$ cat config.mk
export PLATFORM = sky130hd
export DESIGN_NAME = mem_port_arbiter
export DESIGN_NICKNAME = d
export VERILOG_FILES = /design/src/rtl/mem_port_arbiter.sv
export SDC_FILE = /design/constraint.sdc
export NUM_CORES = 1
export LEC_CHECK = 0
export BUFFER_PORTS_ARGS = -buffer_cell sky130_fd_sc_hd__buf_2
export CAP_MARGIN = 20
export CORE_AREA = 2 2 283 285
export CTS_BUF_LIST = sky130_fd_sc_hd__clkbuf_4
export DETAILED_ROUTE_END_ITERATION = 10
export DIE_AREA = 0 0 285 287
export GPL_TIMING_DRIVEN = 0
export HOLD_SLACK_MARGIN = 0.02
export SLEW_MARGIN = 20
export SYNTH_ARGS = -nofsm -noshare
export SYNTH_HDL_FRONTEND = slang
export SYNTH_SLANG_ARGS = --single-unit
$ cat constraint.sdc
create_clock -name clk -period 2.25 [get_ports clk]
set_clock_uncertainty 0.2 [all_clocks]
set_input_delay 0.225 -clock clk [delete_from_list [all_inputs] [get_ports clk]]
set_output_delay 0.225 -clock clk [all_outputs]
set_load 0.01 [all_outputs]
$ cat src/rtl/mem_port_arbiter.sv
// Arbitrates the main-memory line port between I-cache refills and D-cache refills/write-backs.
// Define MEM_ARB_RR_EN for round-robin arbitration; otherwise fixed priority, D over I.
module mem_port_arbiter #(
    parameter int LINE_AW     = 28,
    parameter int LINE_W      = 128,
    parameter int TIMEOUT_CYC = 255
) (
    input  logic               clk,
    input  logic               reset,
    input  logic               reqI,
    input  logic [LINE_AW-1:0] addrI,
    output logic               respI_valid,
    output logic [LINE_W-1:0]  respI_data,
    input  logic               reqD,
    input  logic               weD,
    input  logic [LINE_AW-1:0] addrD,
    input  logic [LINE_W-1:0]  wdataD,
    output logic               respD_valid,
    output logic [LINE_W-1:0]  respD_data,
    output logic               ackD,
    output logic               mem_req,
    output logic               mem_we,
    output logic [LINE_AW-1:0] mem_addr,
    output logic [LINE_W-1:0]  mem_wdata,
    input  logic [LINE_W-1:0]  mem_rdata,
    input  logic               mem_ready,
    input  logic               mem_ack,
    output logic               timeout_err
);

    // state   | meaning
    // IDLE    | no owner; requests are sampled and one is granted
    // BUSY    | request held on the memory port, waiting for response or watchdog
    // RELEASE | one dead cycle so the finished requester can drop its level request
    typedef enum logic [1:0] {
        S_IDLE    = 2'd0,
        S_BUSY    = 2'd1,
        S_RELEASE = 2'd2
    } state_t;

    localparam int TW = $clog2(TIMEOUT_CYC + 1);

    state_t             r_state;
    state_t             w_state_nxt;
    logic               w_grant;
    logic               w_pick_d;
    logic               w_cap_rd;
    logic               w_cap_wr;
    logic               w_abort;

    logic               r_owner_d;
    logic               r_we;
    logic [LINE_AW-1:0] r_addr;
    logic [LINE_W-1:0]  r_wdata;
    logic [TW-1:0]      r_timer;
    logic               r_respI_valid;
    logic               r_respD_valid;
    logic               r_ackD;
    logic               r_timeout_err;
    logic [LINE_W-1:0]  r_respI_data;
    logic [LINE_W-1:0]  r_respD_data;

`ifdef MEM_ARB_RR_EN
    logic               r_last_d;

    // On a tie the requester that did not win last time gets the port.
    assign w_pick_d = reqD & (~reqI | ~r_last_d);

    always_ff @(posedge clk) begin
        if (reset) begin
            r_last_d <= 1'b1;
        end else if (w_grant) begin
            r_last_d <= w_pick_d;
        end
    end
`else
    assign w_pick_d = reqD;
`endif

    always_ff @(posedge clk) begin
        if (reset) begin
            r_state <= S_IDLE;
        end else begin
            r_state <= w_state_nxt;
        end
    end

    always_comb begin
        w_state_nxt = r_state;
        w_grant     = 1'b0;
        w_cap_rd    = 1'b0;
        w_cap_wr    = 1'b0;
        w_abort     = 1'b0;
        case (r_state)
            S_IDLE: begin
                if (reqI | reqD) begin
                    w_grant     = 1'b1;
                    w_state_nxt = S_BUSY;
                end
            end
            S_BUSY: begin
                // A response of the wrong type never completes the transaction.
                if (!r_we && mem_ready) begin
                    w_cap_rd    = 1'b1;
                    w_state_nxt = S_RELEASE;
                end else if (r_we && mem_ack) begin
                    w_cap_wr    = 1'b1;
                    w_state_nxt = S_RELEASE;
                end else if (r_timer == TW'(TIMEOUT_CYC - 1)) begin
                    w_abort     = 1'b1;
                    w_state_nxt = S_RELEASE;
                end
            end
            S_RELEASE: begin
                w_state_nxt = S_IDLE;
            end
            default: begin
                w_state_nxt = S_IDLE;
            end
        endcase
    end

    always_ff @(posedge clk) begin
        if (reset) begin
            r_owner_d     <= 1'b0;
            r_we          <= 1'b0;
            r_addr        <= '0;
            r_wdata       <= '0;
            r_timer       <= '0;
            r_respI_valid <= 1'b0;
            r_respD_valid <= 1'b0;
            r_ackD        <= 1'b0;
            r_timeout_err <= 1'b0;
            r_respI_data  <= '0;
            r_respD_data  <= '0;
        end else begin
            r_respI_valid <= w_cap_rd & ~r_owner_d;
            r_respD_valid <= w_cap_rd & r_owner_d;
            r_ackD        <= w_cap_wr;
            r_timeout_err <= w_abort;
            if (w_grant) begin
                r_owner_d <= w_pick_d;
                r_we      <= w_pick_d & weD;
                r_addr    <= w_pick_d ? addrD : addrI;
                r_wdata   <= w_pick_d ? wdataD : '0;
                r_timer   <= '0;
            end else if (r_state == S_BUSY) begin
                r_timer   <= r_timer + 1'b1;
            end
            if (w_cap_rd && !r_owner_d) begin
                r_respI_data <= mem_rdata;
            end
            if (w_cap_rd && r_owner_d) begin
                r_respD_data <= mem_rdata;
            end
        end
    end

    assign mem_req     = (r_state == S_BUSY);
    assign mem_we      = r_we;
    assign mem_addr    = r_addr;
    assign mem_wdata   = r_wdata;
    assign respI_valid = r_respI_valid;
    assign respI_data  = r_respI_data;
    assign respD_valid = r_respD_valid;
    assign respD_data  = r_respD_data;
    assign ackD        = r_ackD;
    assign timeout_err = r_timeout_err;

endmodule

=== Yosys cells after proc, flatten, opt, wreduce, memory -nomap -nowiden ===
Cells that the tools add are included.

* $add $sub $neg: 1
* Equality and inequality tests: 4
* Muxes and demuxes: 13
* Bitwise gates (word level): 6
* Reductions and logical operators: 11

{| class="wikitable"
|+ Operators by type and width
! kind !! number
|-
| 2-to-1 mux 128 bit || 1
|-
| 2-to-1 mux 28 bit || 1
|-
| adder 8 x 1 -> 8 bit, second input constant || 1
|-
| equality test 8 bit, second input constant || 1
|-
| 2-to-1 mux 2 bit || 4
|-
| 2-to-1 mux 1 bit || 6
|-
| logical AND 1 bit || 4
|-
| != test 4 x 1 -> 1 bit, second input constant || 1
|-
| case mux 2 bit (2 select lines) || 1
|-
| OR reduction 4 bit || 1
|-
| bitwise AND 1 bit || 3
|-
| OR reduction 3 bit || 1
|-
| equality test 2 x 1 -> 1 bit, second input constant || 1
|-
| logical NOT 1 bit || 2
|-
| logical NOT 2 bit || 1
|-
| != test 2 bit, second input constant || 1
|-
| inverter 1 bit || 2
|-
| AND reduction 2 bit || 1
|-
| OR reduction 2 bit || 1
|-
| bitwise OR 1 bit || 1
|}

* Register bits after elaboration: 428
* Input port bits: 319
* Output and inout bits: 418
* Logic and storage cells: 47

=== Depth between registers and ports, before layout ===
Gate-level depths: netlist of run 1.

* Depth in word-level cells: 5
* Mapped depth: 6
* Depth with buffers taken out: 5

=== Worst setup path before layout of run 1 ===
No wires, ideal clock.

* Path kind: reg-to-reg
* Start point: reg r_state[0]
* End point: reg r_wdata[100], in the netlist mem_wdata[100]
* Library setup time: 117 ps
* Data arrival time: 1,259 ps
* Data required time: 1,933 ps
* Setup slack: 674 ps
* Stages on the path, launching flop included: 7
* Buffers on the path: 3
* Clock period less this slack: 1,576 ps
* Cells stage by stage: dfxtp_1 > nor2_2 > and3_1 > clkbuf_1 > buf_6 > buf_6 > a22o_1

* Cells in the longest elaborated chain, start to end: 2

{| class="wikitable"
|+ RTL lines
! item !! RTL line !! text
|-
| from (decl) || 43 || <nowiki>state_t r_state;</nowiki>
|-
| from (signal assigned) || 84 || <nowiki>r_state <= w_state_nxt;</nowiki>
|-
| logical NOT 2 bit || 94 || <nowiki>case (r_state)</nowiki>
|-
| 2-to-1 mux 1 bit || 94 ||
|-
| to (signal assigned) || 145 || <nowiki>r_wdata <= w_pick_d ? wdataD : '0;</nowiki>
|-
| to (decl) || 54 || <nowiki>logic [LINE_W-1:0] r_wdata;</nowiki>
|}

Every way passes these cells.
A chain may end at the register's enable or synchronous reset.

=== Worst setup path in the final report of run 1 ===
* Start point: in reset
* End point: reg r_respI_data[14], in the netlist respI_data[14]

{| class="wikitable"
|+ RTL lines
! item !! RTL line !! text
|-
| from (decl) || 9 || <nowiki>input logic reset,</nowiki>
|-
| to (signal assigned) || 151 || <nowiki>r_respI_data <= mem_rdata;</nowiki>
|-
| to (decl) || 60 || <nowiki>logic [LINE_W-1:0] r_respI_data;</nowiki>
|}

No word-level cell between the ends.

==> results of run 1 <==
## timing repair
action                                  in CTS  in global routing
endpoints found under the hold margin      428                  0
hold buffers                               627                  0
buffers inserted                             2                  0
resized for setup                           30                 10
endpoints found under the setup margin     260                 33
pin swaps                                    0                  0
## how the worst min path moves through the flow
stage / startpoint / to / slack, ns / depth (start not counted)
final: mem_rdata[6] / respD_data[6] / 0.16 / 4
after global routing: mem_rdata[126] / respD_data[126] / 0.05 / 4
after CTS: mem_rdata[6] / respD_data[6] / 0.02 / 4
after detailed placement: wdataD[68] / mem_wdata[68] / 0.24 / 2
after global placement: wdataD[23] / mem_wdata[23] / 0.24 / 2
after floorplan: wdataD[100] / mem_wdata[100] / 0.16 / 1
## area by class of cell
type	instances	area share
diodes	8	0.0007069
plain buffers	188	0.03402
clock buffers	173	0.04586
clock inverters	32	0.006318
inverters	4	0.0006185
multi-input cells	1035	0.2112
flip-flops and latches	428	0.3029
well taps	1050	0.04639
repair buffers	1364	0.3519
## power breakdown
part / total, uW / internal, uW / switching [uW]
registers: 8270 / 7990 / 278
logic: 3980 / 1780 / 2200
clock network: 7220 / 3630 / 3590
## through the flow
stage                     std cells  hold WS (ns)  total power [uW]    util
after global placement         3442        0.2406             11370  0.2604
after detailed placement       3442        0.2434             11380  0.2604
after CTS                      4275       0.02102             19500  0.3599
after global routing           4282       0.04939             20340  0.3602
final                          4282        0.1588             19470  0.3602
after floorplan                1656        0.1576              9852       -
## flip-flops by register name, indices dropped and copies added, names as in the netlist
signal and cells:
r_timer 8, respI_valid 1, mem_addr 28, r_state 2
mem_wdata 128, respD_valid 1, mem_we 1, r_owner_d 1
ackD 1, respI_data 128, timeout_err 1, respD_data 128
## cells in the mapped netlist (3+ instances only)
cell / instances
dfxtp_1: 428
a21oi_1: 286
nand3_1: 257
o21ai_1: 226
a22o_1: 129
buf_2: 81
clkbuf_1: 72
o21ai_0: 33
mux2i_1: 31
a211oi_1: 29
buf_1: 19
buf_6: 11
buf_4: 6
nor2_1: 6
inv_1: 3
nand2_1: 3
nor3_1: 3
or3_1: 3
## critical path: stages
cell and delay, ns:
dlygate4sd3_1 0.55, buf_2 0.17, buf_2 0.27, clkbuf_1 0.78, clkbuf_1 0.54, a21oi_1 0.10
## kinds of logic (layout without fill, tap and decap cells)
kind of cell / after synthesis / count (layout) / synth area share
flip-flops: 428 / 428 / 0.5536
XOR/XNOR: 2 / 2 / 0.001132
AND/OR/NAND/NOR: 287 / 287 / 0.09475
adder cells (fa/ha/maj): 2 / 2 / 0.001617
buffers and inverters: 193 / 1761 / 0.06015
other: 0 / 8 / 0
AO/OA/AOI/OAI: 713 / 713 / 0.2687
multiplexers: 31 / 31 / 0.02005
## per-layer routing
metal  part of all wire  GRT usage  up-vias
met5                  0          0        -
met4              0.051     0.1014        0
met3              0.085    0.05571      309
met2               0.47     0.3192     1047
met1               0.39     0.2233     9552
li1                   -          -     9131
==> results, run 1 <==
- The minimum setup slack among reg-to-reg paths is 0.12 ns.
- The power density over the cells is 687.6 nW/um^2.
- The number of maximum-capacitance constraint violations is 0.
- The fraction of registers with async set/reset is 0.
- The worst setup slack after layout is 0.07136 ns.
- The data arrival time of the critical path is 2.67 ns.
- After global routing the overflow that remains totals 0.
- The post-synthesis cell count is 1,656.
- The global router's overall resource usage is 0.1918.
- Across the VDD grid, the largest voltage drop is 0.3950 mV.
- The number of filler instances in the final layout is 7,859.
- The final number of setup-violating endpoints is 0.
- The number of different library cells used by synthesis comes to 40.
- The critical register-to-register path endpoint is respD_data[36].
- The count of TritonRoute iterations in the first routing pass is 7.
- The final instance area is 28,320 um^2.
- The post-route setup TNS is 0 ns.
- The TritonCTS clock tree is built.
- After the first detailed-routing iteration, the DRC count stood at 1,240.
- dfxtp_1 takes more of the synthesized area than any other cell.
- The worst setup path category is input port to flop.
- Dividing the synthesized area by the synthesized cell count gives 9.345 um^2.
- Counting cells, the worst reg-to-reg path comes to 6.
- The smallest clock period supported by the final layout is computed as 2.179 ns.
- The worst setup path startpoint is reset.
- The remaining number of nets flagged by the antenna check after routing is 0.
- For this run, the register share of the synthesized area comes to 0.5536.
- The floorplan has 103 rows.
- The clock slew at the register clock pins of the worst setup and hold paths is 0.06 ns.
- Ranked by total cell area, the synthesized netlist is headed by dfxtp_1 55%, a21oi_1 9.2%, nand3_1 8.3%, o21ai_1 7.3%, a22o_1 7.3%.
- The library cells used most frequently in the layout, excluding fill and tap cells, are 813 x buf_2, 626 x dlygate4sd3_1, 424 x dfxtp_1, 286 x a21oi_1, 257 x nand3_1.
- The post-detailed-placement cell area is 20,470 um^2.
- The synthesized flop and latch total is 428.
- In this run, CTS created clock tree buffers numbering 119.
- The critical path endpoint category is a flop.
- The die covers 81,800 um^2.
- The net count of the finished layout is 3,461.
- The library cell used most frequently in the layout, excluding fill and tap cells, is buf_2.
- The via count is 20,040.
- The multi-input combinational cells in the finished layout cover a total of 5982 um^2.
- For the pin with the worst max-slew slack, the measured transition is 1.025 ns.
- In the final layout, the share of cells above drive strength 1 is 0.3244.
- The placer congestion estimate is 0.9021.
- Measured against its own limit, the worst slew margin works out to 0.3165.
- The netlist area before placement is 15,480 um^2.
- The total wire length after detailed routing is 83,590 um.
- CTS placed an instance of clkbuf_4 at the clock tree root.
- The maximum clock insertion buffer count is 3.
- The number of failing hold endpoints at the final stage is 0.
- The initial cell density of the core is 0.1969.
- The wire length of the first global-routing pass is 121,500 um.
- The type of the most critical hold path is input port to flop.
- The number of I/O port buffers is 736.
- The warning count from the yosys run is 0.
- The static leakage is 0.01245 uW.
- The number of top-level design ports is 737.
- The initial antenna violation count is 6.
- The last element of the critical path is respI_data[14].
- The via-per-instance ratio is 4.680.
- The area added between synthesis and finish is 82.99%.
- The worst setup slack before clock tree synthesis is -1.085 ns.
- The area of the core is 78,610 um^2.
- In this run the worst path has a maximum fanout of 10.
- Clock latency on the worst-skew pair, taken at its later pin, is 0.88 ns.
- Among all flip-flop cells after synthesis, the most frequent one is dfxtp_1.
- The final routed DRC violation total is 0.
- The area taken by flip-flops and latches is 8578 um^2.
- The net count of the mapped netlist is 1,977.
- The synthesized design contains 0 enable-type register cells.
- The worst register-to-register path begins at mem_we.
- The highest clock frequency the design can meet is 0.4590 GHz.
- The die width is 285 um.
- The area fraction of the dominant cell type after synthesis is 0.5536.
- Summed over all nets, the half-perimeter wirelength after detailed placement is 55,750 um.
- The final-report max-slew violation count is 0.
- Entering global routing, the biggest net connects 19 pins.
- The H-tree was split into 3 levels.
- Dividing the final minimum period by the clock period gives 0.9683.
- Clock tree synthesis found a total of 428 sinks.
- The run finished with clean final reports.
- In the final routed layout, each cell accounts on average for 19.52 um.
- STA classifies the critical path startpoint as an input port.
- The floorplan step set the die height to 287 um.
- The required time of the worst setup path is 2.74 ns.
- The number of global-route vias before repair is 20,280.
No activity file was read; power rests on OpenSTA's default activity.
==> run 2, diff against run 1 <==
Settings changed: ABC_AREA from default to 1, GPL_TIMING_DRIVEN 0 to default, PLACE_DENSITY from default to 0.47.
==> run 2 against run 1 <==
The flow now finishes with violations (setup timing). Via count down 4.5%. Register-to-register slack worse by 0.06 ns. Non-clock buffer count down 108. Total power down 3.5%. Area after synthesis about the same. First-iteration DRC count down 42%. Die area unchanged. Fmax down 5.2%. Utilization up 0.42 points.
==> results, run 2 <==
- The cell with the most instances after synthesis was nand2_1 (was dfxtp_1).
- The wire length of the first global-routing pass is 107,800 um (was 121,500 um).
- The number of I/O port buffers is 736 (unchanged).
- Outcome: finished with violations (was finished, final reports clean).
- The dominant combinational cell family by area after synthesis is simple AND/OR/NAND/NOR gates (was compound AO/OA/AOI/OAI gates).
- Most frequent cells in the layout: 735 x buf_2, 654 x dlygate4sd3_1, 436 x nand2_1, 427 x dfxtp_1, 262 x a21oi_1 (was 813 x buf_2, 626 x dlygate4sd3_1, 424 x dfxtp_1, 286 x a21oi_1, 257 x nand3_1).
- The pin count of the biggest net entering global routing came to 129 (was 19).
- The root buffer cell is clkbuf_4 (unchanged).
- The required time of the worst setup path was 2.82 ns (was 2.74 ns).
- The share of synthesized cell area in full adder, half adder and majority cells is 0.001617 (about the same).
- The netlist area before placement is 15,480 um^2 (about the same).
- The net count of the mapped netlist is 2,306 (was 1,977).
- The worst setup slack after layout was -0.04753 ns (was 0.07136 ns).
- The area added between synthesis and finish is 85.10% (was 82.99%).
- The number of failing hold endpoints at the final stage is 0 (unchanged).
- The highest clock frequency the design can meet is 0.4352 GHz (was 0.4590 GHz).
- The highest cell delay on the worst timing path is 0.59 ns (was 0.78 ns).
- The initial cell density of the core is 0.1969 (about the same).
- The final-report max-slew violation count was 0 (unchanged).
- The most common library cell in the layout ignoring fill and taps is buf_2 (unchanged).
- The placed wire-length estimate after detailed placement is 45,270 um (was 55,750 um).
- The global router's overall resource usage was 0.1671 (was 0.1918).
- The number of top-level design ports is 737 (unchanged).
- The worst slew margin relative to its limit is 0.4662 (was 0.3165).
- Cell-by-cell trace of the critical path: dlygate4sd3_1, buf_2, dlygate4sd3_1, nand2_1, dlygate4sd3_1, o21ai_0, dlygate4sd3_1, o21ai_1, nor2_1 (was dlygate4sd3_1, buf_2, buf_2, clkbuf_1, clkbuf_1, a21oi_1).
- The number of H-tree levels is 3 (unchanged).
- The checks that failed: setup timing.
- The number of global-route vias before repair was 19,520 (was 20,280).
- The net total in the final layout came to 3,716 (was 3,461).
- The overflow left after global routing is 0 (unchanged).
- The cell row count was 103 (unchanged).
- The unique cell type count in the Yosys netlist is 24 (was 40).
- The top fanout value on the critical path is 1 (was 10).
- Post-synth top cells: 438 x nand2_1, 428 x dfxtp_1, 262 x a21oi_1 (was 428 x dfxtp_1, 286 x a21oi_1, 257 x nand3_1).
- The die width came to 285 um (unchanged).
- The static leakage is 0.01325 uW (was 0.01245 uW).
- The net switching fraction of the power is 0.2894 (was 0.3115).
- The worst setup path category is input port to flop (unchanged).
- The final number of setup-violating endpoints is 1 (was 0).
- The proportion of power drawn by combinational gates is 0.180 (was 0.204).
- The ratio of cells with drive above 1 in the final layout was 0.2838 (was 0.3244).
- The maximum vdd ir drop is 0.5061 mV (was 0.3950 mV).
- The maximum clock insertion buffer count is 3 (unchanged).
- The vertical die dimension is 287 um (unchanged).
- The initial antenna violation count was 14 (was 6).
- The library cell contributing the largest single delay on the critical path is dlygate4sd3_1 (was clkbuf_1).
- The internal power of the cells is 13,360 uW (was 13,410 uW).
- The area taken by flip-flops and latches is 8572 um^2 (was 8578 um^2).
- The clock slew at the register clock pins of the worst setup and hold paths is 0.06 ns (about the same).
- The via count came to 19,150 (was 20,040).
- The net switching power figure is 5440 uW (was 6065 uW).
- Setup repair after global routing left no endpoint under its margin.
- The measured slew at the worst slew-check pin is 0.8007 ns (was 1.025 ns).
- The initial detailed-routing violation count was 715 (was 1,240).
- The type of the most critical hold path is input port to flop (unchanged).
- The warning count from the yosys run was 0 (unchanged).
- The placer congestion estimate came to 0.8097 (was 0.9021).
- The count of cells along the worst register-to-register path is 5 (was 6).
- The average wire per standard cell is 15.97 um (was 19.52 um).
- The clock insertion delay at the later pin of the skew report came to 0.83 ns (was 0.88 ns).
- The final routed DRC violation total was 0 (unchanged).
- The synthesized flop and latch total was 428 (unchanged).
- The critical path startpoint category is an input port (unchanged).
- The number of maximum-capacitance constraint violations is 0 (unchanged).
- The via-per-instance ratio is 4.207 (was 4.680).
- The mean area per synthesized cell is 7.797 um^2 (was 9.345 um^2).
- The number of filler instances in the final layout is 8,097 (was 7,859).
- The period utilization was 1.021 (was 0.9683).
- The power density over the cells came to 656.1 nW/um^2 (was 687.6 nW/um^2).
- Dominant cells by area after synthesis: dfxtp_1 55%, nand2_1 11%, a21oi_1 8.5%, nand3_1 8.4%, o21ai_0 5.2% (was dfxtp_1 55%, a21oi_1 9.2%, nand3_1 8.3%, o21ai_1 7.3%, a22o_1 7.3%).
- The final instance area is 28,650 um^2 (was 28,320 um^2).
- The largest area contributor in the netlist is dfxtp_1 (unchanged).
- The post-synthesis mux area share came to 0 (was 0.02005).
- The TritonCTS clock tree is built (unchanged).
- The area fraction of the dominant cell type after synthesis was 0.5536 (about the same).
- The post-detailed-placement cell area is 20,300 um^2 (was 20,470 um^2).
- The data arrival time of the critical path came to 2.87 ns (was 2.67 ns).
- The compound-cell area share of the yosys netlist is 0.1458 (was 0.2687).
- The cell occurring most often along the worst timing path is dlygate4sd3_1.
- The remaining number of nets flagged by the antenna check after routing is 0 (unchanged).
- The number of buffers inserted during clock tree synthesis is 119 (unchanged).
- The number of clock sinks is 428 (unchanged).
- The area of the die is 81,800 um^2 (unchanged).
- The sequential share of the synthesized area came to 0.5536 (about the same).
- The critical path endpoint category is a flop (unchanged).
- The total wire length after detailed routing came to 72,680 um (was 83,590 um).
- The post-synthesis cell count is 1,985 (was 1,656).
- The power share of the clock group is 0.386 (was 0.371).
- The worst hold path cell count is 6 (was 4).
- The post-route setup TNS is -0.04753 ns (was 0 ns).
- The fraction of registers with async set/reset came to 0 (unchanged).
- The parity-gate share of the synthesized area counting xor and xnor cells came to 0 (was 0.001132).
- The final critical delay including setup and external delays is 2.298 ns (was 2.179 ns).
- The flip-flop cell with the highest count after synthesis is dfxtp_1 (unchanged).
- The area of combinational cells with multiple inputs is 5594 um^2 (was 5982 um^2).
- The count of flip-flops with a built-in enable after synthesis was 0 (unchanged).
- The basic-gate share of the synthesized area counting and, or, nand and nor cells was 0.2115 (was 0.09475).
- The area of the core came to 78,610 um^2 (unchanged).
- The part of the total power dissipated in sequential elements is 0.435 (was 0.425).
- The minimum setup slack among reg-to-reg paths is 0.06 ns (was 0.12 ns).
- The count of TritonRoute iterations in the first routing pass was 5 (was 7).
run 2: changes by cell type after synthesis, moves of 24 or more:
cell	change
nand2_1	+435
o21ai_1	-201
inv_1	+165
a22o_1	-129
o21ai_0	+128
nor2_1	+65
mux2i_1	-31
a211oi_1	-29
a21oi_1	-24
run 2: layout make-up:
class,instances,area share
well taps,1050,0.04586
repair buffers,1444,0.3819
clock buffers,187,0.04900
clock inverters,27,0.004717
diodes,13,0.001136
inverters,172,0.02289
multi-input cells,1230,0.1953
flip-flops and latches,428,0.2992
run 2: power groups by stage:
stage               clock (uW)  combinational (uW)  sequential, uW
CTS                       7600                3320            8160
detailed placement           0                2370            8320
global route              7930                3660            8210
global placement             0                2370            8320
floorplan                    0                 962            8490
finish                    7250                3370            8170
run 2: repair_timing:
item / in CTS / in global routing
endpoints found under the setup margin: 0 / 49
setup buffers: 0 / 3
resized for setup: 0 / 41
hold endpoints to repair: 428 / 3
hold buffers: 673 / 3
run 2: logic make-up (layout without fill, tap and decap cells):
| logic type | count (synthesis) | count (layout) |
|---|---|---|
| compound gates | 450 | 450 |
| buf+inv | 327 | 1830 |
| flops | 428 | 428 |
| other cells | 0 | 13 |
| simple gates | 778 | 778 |
| fa+ha+maj | 2 | 2 |
run 2: final timing paths:
check	from	to
setup / recovery	addrD[0]	mem_addr[0]
hold / removal	addrI[11]	mem_addr[11]
setup reg to reg	r_state[1]	mem_wdata[116]
hold reg to reg	mem_wdata[10]	mem_wdata[10]
run 2: critical path: cells and delay by family:
family,cells,cell delay [ns]
buf+inv,5,2.32
simple gates,2,0.10
compound gates,2,0.23
run 2: per-layer routing:
layer  GRT usage  share of wire  vias up  wire length, um
li1            -              -     9351                -
met1      0.1764           0.37     8774            27120
met2      0.2863           0.49      790            35400
met3     0.05984          0.089      227             6472
met4      0.1001          0.050        4             3660
met5           0        0.00032        -               23
run 2: metrics by stage:
step | power, uW | util | worst slack [ns] | hold slack, ns | cells
after CTS | 19080 | 0.3635 | 0.02150 | 0.02242 | 4541
after detailed placement | 10690 | 0.2582 | 0.3250 | 0.2412 | 3654
after global routing | 19800 | 0.3644 | 0.008142 | 0.1064 | 4550
after global placement | 10690 | 0.2582 | 0.3420 | 0.2326 | 3654
after floorplan | 9457 | - | 0.7592 | 0.1633 | 1985
final | 18800 | 0.3644 | -0.04753 | 0.1266 | 4551
